==> config.mk <==
export PLATFORM = sky130hd
export DESIGN_NAME = moving_avg_filter_mc
export DESIGN_NICKNAME = d
export VERILOG_FILES = /design/src/rtl/moving_avg_pkg.sv /design/src/rtl/mavg_chan_ram.sv /design/src/rtl/moving_avg_filter_mc.sv
export SDC_FILE = /design/constraint.sdc
export NUM_CORES = 2
export LEC_CHECK = 0
export CORE_ASPECT_RATIO = 0.8
export CORE_MARGIN = 5
export CORE_UTILIZATION = 35
export CTS_BUF_LIST = sky130_fd_sc_hd__clkbuf_2 sky130_fd_sc_hd__clkbuf_4 sky130_fd_sc_hd__clkbuf_8
export DETAILED_ROUTE_END_ITERATION = 10
export PLACE_DENSITY_LB_ADDON = 0.25
export SYNTH_ARGS = -nofsm -noshare
export SYNTH_HDL_FRONTEND = slang
export SYNTH_HIERARCHICAL = 1
export SYNTH_SLANG_ARGS = --single-unit
==> constraint.sdc <==
create_clock -name clk -period 11.63 [get_ports clk]
set_clock_uncertainty 0.15 [all_clocks]
set_input_delay 2.326 -clock clk [delete_from_list [all_inputs] [get_ports clk]]
set_output_delay 2.326 -clock clk [all_outputs]
set_load 0.05 [all_outputs]
==> src/rtl/moving_avg_pkg.sv <==
// Shared types and helpers for the multi-channel moving-average filter.
package moving_avg_pkg;

    localparam logic RND_FLOOR   = 1'b0;
    localparam logic RND_HALF_UP = 1'b1;

    // Accumulator width: a full window of max-magnitude samples cannot overflow.
    function automatic int acc_w(input int width, input int max_log2n);
        return width + max_log2n;
    endfunction

    function automatic int unsigned clamp_log2n(input int unsigned k, input int unsigned max_log2n);
        return (k > max_log2n) ? max_log2n : k;
    endfunction

endpackage

==> src/rtl/mavg_chan_ram.sv <==
// Per-channel sample history, all channels packed into one array addressed {ch, idx}.
// Async read gives the retiring sample in the same cycle as the write of the new one.
module mavg_chan_ram #(
    parameter int WIDTH = 16,
    parameter int AW    = 7
) (
    input  logic             clk,
    input  logic             we,
    input  logic [AW-1:0]    waddr,
    input  logic [WIDTH-1:0] wdata,
    input  logic [AW-1:0]    raddr,
    output logic [WIDTH-1:0] rdata
);

    logic [WIDTH-1:0] mem [2**AW];

    always_ff @(posedge clk) begin
        if (we) mem[waddr] <= wdata;
    end

    assign rdata = mem[raddr];

endmodule

==> src/rtl/moving_avg_filter_mc.sv <==
// Multi-channel boxcar filter: per-channel circular window, running sum and fill count,
// runtime window 2^cfg_log2n, floor or round-half-up output, valid/ready on both sides.
module moving_avg_filter_mc
    import moving_avg_pkg::*;
#(
    parameter int WIDTH     = 16,
    parameter int CH        = 4,
    parameter int MAX_LOG2N = 5
) (
    input  logic                           clk,
    input  logic                           rst_n,
    input  logic                           in_valid,
    output logic                           in_ready,
    input  logic [$clog2(CH)-1:0]          in_ch,
    input  logic signed [WIDTH-1:0]        in_sample,
    input  logic [$clog2(MAX_LOG2N+1)-1:0] cfg_log2n,
    input  logic                           cfg_round,
    input  logic                           flush,
    output logic                           out_valid,
    input  logic                           out_ready,
    output logic [$clog2(CH)-1:0]          out_ch,
    output logic signed [WIDTH-1:0]        out_sample,
    output logic                           out_full
);

    localparam int CW    = $clog2(CH);
    localparam int KW    = $clog2(MAX_LOG2N+1);
    localparam int ACC_W = acc_w(WIDTH, MAX_LOG2N);
    localparam int NW    = MAX_LOG2N + 1;   // fill count spans 0..2^MAX_LOG2N
    localparam int AW    = CW + MAX_LOG2N;

    logic [KW-1:0]                  cfg_q, k;
    logic                           clear_pending, clr, acc;
    logic [CH-1:0][MAX_LOG2N-1:0]   ptr;
    logic [CH-1:0][NW-1:0]          cnt;
    logic [CH-1:0][ACC_W-1:0]       sum;

    logic [NW-1:0]                  win_len, cur_cnt, cnt_nxt;
    logic [MAX_LOG2N-1:0]           cur_ptr, old_idx;
    logic signed [ACC_W-1:0]        cur_sum, sum_nxt, rnd_ofs, sum_rnd;
    logic signed [WIDTH-1:0]        rd_data, old_smp, avg;
    logic                           win_full, full_nxt;

    assign k             = KW'(clamp_log2n(32'(cfg_log2n), MAX_LOG2N));
    // A window change invalidates every running sum; wipe all channels for one cycle.
    assign clear_pending = (cfg_log2n != cfg_q);
    assign clr           = flush || clear_pending;
    assign in_ready      = rst_n && (!out_valid || out_ready) && !clr;
    assign acc           = in_valid && in_ready;

    assign win_len  = NW'(1) << k;
    assign cur_ptr  = ptr[in_ch];
    assign cur_cnt  = cnt[in_ch];
    assign cur_sum  = sum[in_ch];
    assign old_idx  = cur_ptr - win_len[MAX_LOG2N-1:0];
    assign win_full = cur_cnt >= win_len;
    assign old_smp  = win_full ? rd_data : '0;

    assign sum_nxt  = cur_sum + ACC_W'(in_sample) - ACC_W'(old_smp);
    assign cnt_nxt  = win_full ? win_len : cur_cnt + 1'b1;
    assign full_nxt = (cur_cnt + 1'b1) >= win_len;

    assign rnd_ofs  = (cfg_round == RND_HALF_UP && k != '0) ? ACC_W'(1) <<< (k - 1'b1) : '0;
    assign sum_rnd  = sum_nxt + rnd_ofs;
    assign avg      = WIDTH'(sum_rnd >>> k);

    mavg_chan_ram #(
        .WIDTH (WIDTH),
        .AW    (AW)
    ) u_ram (
        .clk   (clk),
        .we    (acc),
        .waddr ({in_ch, cur_ptr}),
        .wdata (in_sample),
        .raddr ({in_ch, old_idx}),
        .rdata (rd_data)
    );

    always_ff @(posedge clk) begin
        if (!rst_n) begin
            cfg_q <= cfg_log2n;
            ptr   <= '0;
            cnt   <= '0;
            sum   <= '0;
        end else begin
            cfg_q <= cfg_log2n;
            if (clr) begin
                ptr <= '0;
                cnt <= '0;
                sum <= '0;
            end else if (acc) begin
                ptr[in_ch] <= cur_ptr + 1'b1;
                cnt[in_ch] <= cnt_nxt;
                sum[in_ch] <= sum_nxt;
            end
        end
    end

    // Output register survives flush; only reset drops a pending result.
    always_ff @(posedge clk) begin
        if (!rst_n) begin
            out_valid  <= 1'b0;
            out_ch     <= '0;
            out_sample <= '0;
            out_full   <= 1'b0;
        end else if (acc) begin
            out_valid  <= 1'b1;
            out_ch     <= in_ch;
            out_sample <= avg;
            out_full   <= full_nxt;
        end else if (out_ready) begin
            out_valid  <= 1'b0;
        end
    end

endmodule

# After elaboration in Yosys (flattened, before gate mapping)
# Memories as Yosys holds them, arrays and structs flattened.
# Index checks and enable logic that the tools add are counted.
# word_totals
register_bits,151
ram_bits,2048
inputBits,27
out_inout_bits,21
wordCells,70
n_memories,1
# classes
n_addsub,7
order_cmp,5
n_eq_ne,1
shifts,3
muxes,23
bitwise,1
reduce_logical,12
# memory_table
name,depth,word_bits,rd,rd_clocked_by_memory_dff,write_ports,line_no,text
u_ram.mem,128,16,1,0,1,mavg_chan_ram.sv:15,logic [WIDTH-1:0] mem [2**AW];
# ops
op,n
bitwise mux 84 bit,1
2-to-1 mux 21 bit,3
binary-select mux 21 bit (select 2 bit),1
demux 21 bit (select 2 bit),1
bitwise mux 24 bit,1
adder 21 x 16 -> 21 bit,1
adder 21 bit,1
<<< shifter 1 x 3 -> 21 bit (first input constant),1
>>> shifter 21 x 3 -> 16 bit,1
subtractor 21 x 16 -> 21 bit,1
bitwise mux 20 bit,1
2-to-1 mux 6 bit,3
2-to-1 mux 16 bit,1
binary-select mux 6 bit (select 2 bit),1
demux 6 bit (select 2 bit),1
>= comparator 6 bit,2
binary-select mux 5 bit (select 2 bit),1
demux 5 bit (select 2 bit),1
2-to-1 mux 5 bit,2
adder 6 x 1 -> 6 bit (second input constant),1
<< shifter 1 x 3 -> 6 bit (first input constant),1
adder 5 x 1 -> 5 bit (second input constant),1
logical AND 1 bit,5
subtractor 5 bit,1
13 further kinds,18

# Logic depth before layout (Yosys ltp)
# An unclocked memory read counts as a cell.
# logic_depth
ltp_word,9
depth_mapped,36
mapped_depth_nobuf,32

# By module
# Netlist, hierarchy kept.
# modules_own_cells
mod,n_inst,cells_each,area_each_um2,seq_area_each_um2
mavg_chan_ram,1,3070,78202.5,61499.0
moving_avg_filter_mc,1,1176,9714.3,3022.9

# Worst setup path before layout
# No wires, ideal clock.
# synth_path
path_kind,input to register
startpoint,in in_ch[0]
endpoint,reg out_sample[15]
setup_time_ps,87
t_arrival_ps,10325
required_ps,11393
path_slack_ps,1068
stages,31
n_path_buf,5
path_cell_list,clkbuf_1 buf_2 mux4_2 inv_1 ha_1 fa_1 inv_1 clkbuf_1 buf_1 mux4_2 mux4_2 mux2_2 nor2b_1 ha_1 inv_1 ha_1 fa_1 xnor2_1 inv_1 ha_1 nor2b_1 o21a_1 o21ai_0 a21oi_1 o311a_1 and3_1 buf_4 a21o_1 a32oi_1 mux2i_1 nor4b_2
# synth_between
elab_chain_len,8
elab_cells_between_ends,14
classes_between,add/sub (4); order compare (1); shift (1); mux (7); memory (1)
# synth_lines
item,line_no,text
"start, declared",moving_avg_filter_mc.sv:14,"input logic [$clog2(CH)-1:0] in_ch,"
binary-select mux 5 bit (select 2 bit),moving_avg_filter_mc.sv:52,assign cur_ptr = ptr[in_ch];
2-to-1 mux 5 bit (not written as such),moving_avg_filter_mc.sv:52,
via cur_ptr[0],moving_avg_filter_mc.sv:39,"logic [MAX_LOG2N-1:0] cur_ptr, old_idx;"
subtractor 5 bit,moving_avg_filter_mc.sv:55,assign old_idx = cur_ptr - win_len[MAX_LOG2N-1:0];
via old_idx[1],moving_avg_filter_mc.sv:39,
memory read (128 x 16 bit),--,
via rd_data[0],moving_avg_filter_mc.sv:41,"logic signed [WIDTH-1:0] rd_data, old_smp, avg;"
2-to-1 mux 16 bit,moving_avg_filter_mc.sv:57,assign old_smp = win_full ? rd_data : '0;
subtractor 21 x 16 -> 21 bit,moving_avg_filter_mc.sv:59,assign sum_nxt = cur_sum + ACC_W'(in_sample) - ACC_W'(old_smp);
via sum_nxt[2],moving_avg_filter_mc.sv:40,"logic signed [ACC_W-1:0] cur_sum, sum_nxt, rnd_ofs, sum_rnd;"
adder 21 bit,moving_avg_filter_mc.sv:64,assign sum_rnd = sum_nxt + rnd_ofs;
>>> shifter 21 x 3 -> 16 bit,moving_avg_filter_mc.sv:65,assign avg = WIDTH'(sum_rnd >>> k);
"end signal, assigned",moving_avg_filter_mc.sv:109,out_sample <= avg;
"end, declared",moving_avg_filter_mc.sv:22,"output logic signed [WIDTH-1:0] out_sample,"
# The timed path passes the listed nets, and every way through them passes these cells. The select of a mux whose other input is x is not followed.
# A chain may end at the register's enable or synchronous reset.

# Worst setup path in the final report
# layout_path
startpoint,in cfg_log2n[1]
endpoint,reg out_sample[14]
# layout_between
elab_chain_len,9
elab_cells_between_ends,20
classes_between,add/sub (4); order compare (2); eq/ne (1); shift (3); mux (3); reduce/logical (6); memory (1)
# layout_lines
item,line_no,text
"start, declared",moving_avg_filter_mc.sv:16,"input logic [$clog2(MAX_LOG2N+1)-1:0] cfg_log2n,"
> comparator 3 bit,moving_avg_pkg.sv:13,return (k > max_log2n) ? max_log2n : k;
2-to-1 mux 3 bit (*),moving_avg_pkg.sv:13,
<< shifter 1 x 3 -> 6 bit (*),moving_avg_filter_mc.sv:51,assign win_len = NW'(1) << k;
subtractor 5 bit (*),moving_avg_filter_mc.sv:55,
via old_idx[2],moving_avg_filter_mc.sv:39,
memory read (128 x 16 bit) (*),--,
via rd_data[2],moving_avg_filter_mc.sv:41,
2-to-1 mux 16 bit (*),moving_avg_filter_mc.sv:57,
subtractor 21 x 16 -> 21 bit (*),moving_avg_filter_mc.sv:59,
via sum_nxt[4],moving_avg_filter_mc.sv:40,
adder 21 bit (*),moving_avg_filter_mc.sv:64,
>>> shifter 21 x 3 -> 16 bit (*),moving_avg_filter_mc.sv:65,
# The timed path passes the listed nets; every way through them passes the cells marked *.

==> metrics.md <==
| Metric | Value |
|---|---|
| Max_cap viols | `0` |
| Reg2reg path depth | `30` |
| Share of post-route cells with drive strength above 1 | `34.6%` |
| Pwr dens | `169 mW/mm²` |
| First-pass GRT wire length | `344000 µm` |
| Endpoint class of the critical path | `register` |
| Outcome | `complete, no violations` |
| Starting DRC count in detailed routing | `4916` |
| Clock power frac | `38.5%` |
| Area grow syn2layout | `15.5%` |
| Routed WL | `242000 µm` |
| Final setup vio count | `0` |
| Vias in the first global route | `45300` |
| Hold EP | `sum[59]` |
| NumNets Final | `4812` |
| Ys Warns | `6` |
| Gpl congestion | `0.825` |
| CTS Buf Count | `362` |
| Worst path max stage delay | `0.60 ns` |
| I/O Buffers | `47` |
| Antenna-violating nets left | `0` |
| Initial antenna violation count | `22` |
| Rows | `164` |
| Hold Vio Cnt, Final | `0` |
| Worst Setup Start Kind | `input port` |
| Hold-fix buffers, CTS | `0` |
| Top FF cell, synth | `edfxtp_1` |
| Cell Area, Synth | `0.0879 mm²` |
| Pleak | `31.4 nW` |
| CTS tree | `yes` |
| Clock root cell | `clkbuf_8` |
| Deepest clock path buffer count | `4` |
| Hold crit path type | `register to register` |
| Share of the yosys chip area belonging to registers | `73.4%` |
| Drt wl/cell | `29.1 µm` |
| # IOs | `48` |
| Die Height | `458 µm` |
| Multi-input combinational cell area | `0.0224 mm²` |
| Overflow after GRT | `0` |
| Internal Power | `12.9 mW` |
| #FFs+latches synth | `2199` |
| CP required | `12.33 ns` |
| CTS H-tree lvls | `5` |
| Pre-CTS WS | `0.426 ns` |
| Switching power | `4.30 mW` |
| FF-to-FF setup slack | `2.82 ns` |
| Max-slew violations | `0` |
| Number of vias per cell | `5.40` |
| DR pass1 iterations | `7` |
| Post-synth EDFFs | `2048` |
| Setup Buffers After CTS | `0` |
| Synth area leader | `edfxtp_1` |
| Worst setup margin | `1.27 ns` |
| Register Area | `0.0645 mm²` |
| TNS Setup | `0 ns` |
| Largest net degree at the start of global routing | `105` |
| Fill cell count | `22100` |
| Post-Syn Area per Cell | `20.7 µm²` |
| Slowest cell on crit path | `mux4_2` |
| Setup repair after global routing missed its margin | `no` |
| HPWL after detailed placement | `147000 µm` |
| Clock Pin Slew Worst Setup and Hold Paths | `0.06 ns` |
| Core area | `0.250 mm²` |
| Worst r2r src | `ptr[5]` |
| Hold_sp | `sum[59]` |
| Initial core utilization | `35.2%` |
| Post-synth ARST share | `0%` |
| Worst setup path class | `input port to register` |
| Max Fclk | `0.0965 GHz` |
| Critical Path AT | `11.06 ns` |
| RR Endpoint | `out_sample[14]` |
| Logic pwr share | `11.2%` |
| Slew of the pin with the lowest slew margin | `1.29 ns` |
| Die area | `0.261 mm²` |
| Sequential power share | `50.3%` |
| Slew HR | `13.3%` |
| Worst hold stages | `2` |
| Top cells by area, synth | `edfxtp_1 70%, mux4_2 18%, dfxtp_1 3.4%, nor2_1 1.1%, a21oi_1 0.70%` |
| Post-CTS resize count | `0` |
| GRT Resource Usage Total | `18.3%` |
| CTS sink cnt | `2199` |
| Worst-skew pair later-pin latency | `1.02 ns` |
| Via count | `44900` |
| Switching share of power | `25.0%` |
| Final Power | `17.2 mW` |
| Yosys cell types | `70` |
| Final period utilization | `89.1%` |
| DRC viols | `0` |
| Mapped Cells | `4246` |
| Min Tclk post-route | `10.36 ns` |
| Crit Path Max Fanout | `21` |
| Die width | `570 µm` |
| Peak VDD IR | `0.0000846 V` |
| Post-synth top area share | `70.0%` |
## area by class of cell
type	count	share of cell area, %
sequential	2199	63.6
multi-input combinational	1725	22.1
clock buffer	497	5.95
tap	3320	4.09
timing repair buffer	339	3.06
clock inverter	132	0.878
inverter	88	0.340
antenna	14	0.0345
## cell usage after synthesis, drive strengths merged (3+ instances only)
library cell / instances
o21a: 5
nand2: 164
mux4: 704
a21oi: 123
a31oi: 4
mux2: 22
inv: 88
edfxtp: 2048
fa: 22
o21ai: 32
nand3: 36
mux2i: 23
a21o: 16
or3: 3
o31ai: 3
nor3: 34
a211oi: 46
nor3b: 3
ha: 48
nand2b: 10
nand4: 10
xor2: 10
nor2b: 28
o211ai: 9
clkbuf: 141
a221oi: 4
xnor2: 38
and3: 7
nor2: 268
o211a: 3
a311oi: 3
buf: 95
nor4: 4
dfxtp: 151
a21boi: 6
and2: 5
## stage by stage
| step | instances | util [%] | instance area (µm²) | hold slack [ns] |
|---|---|---|---|---|
| floorplan | 4248 | - | 87900 | 0.283 |
| global placement | 7671 | 37.8 | 94500 | 0.290 |
| detailed placement | 7671 | 37.8 | 94500 | 0.294 |
| CTS | 8300 | 40.6 | 101000 | 0.302 |
| global route | 8306 | 40.6 | 101000 | 0.323 |
| finish | 8314 | 40.6 | 102000 | 0.300 |
## critical path: cells and delay by family
| kind | cells | cell delay [ns] |
|---|---|---|
| adders and majority gates | 5 | 1.85 |
| buffers and inverters | 6 | 1.47 |
| xor gates and xnor gates | 3 | 1.23 |
| AOI/OAI and AO/OA | 6 | 1.28 |
| and+or+nand+nor | 7 | 0.91 |
| muxes | 5 | 1.96 |
## cells in the final DEF, fill, tap and decap left out, types with 39 or more instances in the layout
cell,netlist,routed
edfxtp_1,2048,2048
a21oi_1,123,122
nor2_2,0,85
buf_12,0,39
a211oi_1,46,46
clkbuf_8,0,369
nand2_1,164,163
clkinv_1,0,69
nor2_1,268,183
dfxtp_1,151,151
inv_1,88,86
buf_4,2,271
mux4_2,704,704
clkbuf_4,0,128
ha_1,48,48
## logic make-up (layout without fill, tap and decap cells)
kind of cell / Yosys count / count (layout) / synth area share [%]
simple gates: 578 / 578 / 2.85
buf+inv: 324 / 1056 / 1.48
compound gates: 277 / 277 / 2.01
xor+xnor: 48 / 48 / 0.504
fa+ha+maj: 70 / 70 / 1.18
flops: 2199 / 2199 / 73.4
other cells: 1 / 17 / 0.00427
mux: 749 / 749 / 18.6
## state kept, by name, summed over array words and instances (netlist names)
name and flops:
out_valid 1, out_sample 16, cnt 24, out_ch 2
cfg_q 3, u_ram/mem 2048, sum 84, out_full 1
ptr 20
## worst max-delay path by stage
stage | startpoint | to | cells after the start
2_1_floorplan | in_ch[0] | out_sample[15] | 31
5_1_grt | cfg_log2n[1] | out_sample[14] | 32
3_5_place_dp | cfg_log2n[1] | out_sample[14] | 32
6_report | cfg_log2n[1] | out_sample[14] | 32
3_3_place_gp | cfg_log2n[1] | out_sample[14] | 31
4_1_cts | cfg_log2n[1] | out_sample[14] | 32
## power groups by stage
| stage | clock [mW] | combinational [mW] | sequential, mW |
|---|---|---|---|
| floorplan | 0 | 1.12 | 8.81 |
| global placement | 0 | 1.92 | 8.81 |
| detailed placement | 0 | 1.92 | 8.81 |
| CTS | 6.80 | 1.93 | 8.64 |
| global route | 7.17 | 2.05 | 8.64 |
| finish | 6.63 | 1.93 | 8.64 |
## per-layer routing
metal  global-route usage, %  share of wire [%]  up-vias
met1                    27.7                 45    24400
met5                       0             0.0054        -
li1                        -                  -    18500
met2                    27.2                 45     1689
met4                    4.11                2.0        2
met3                    3.86                7.9      319
(Power assumes the default switching activity.)
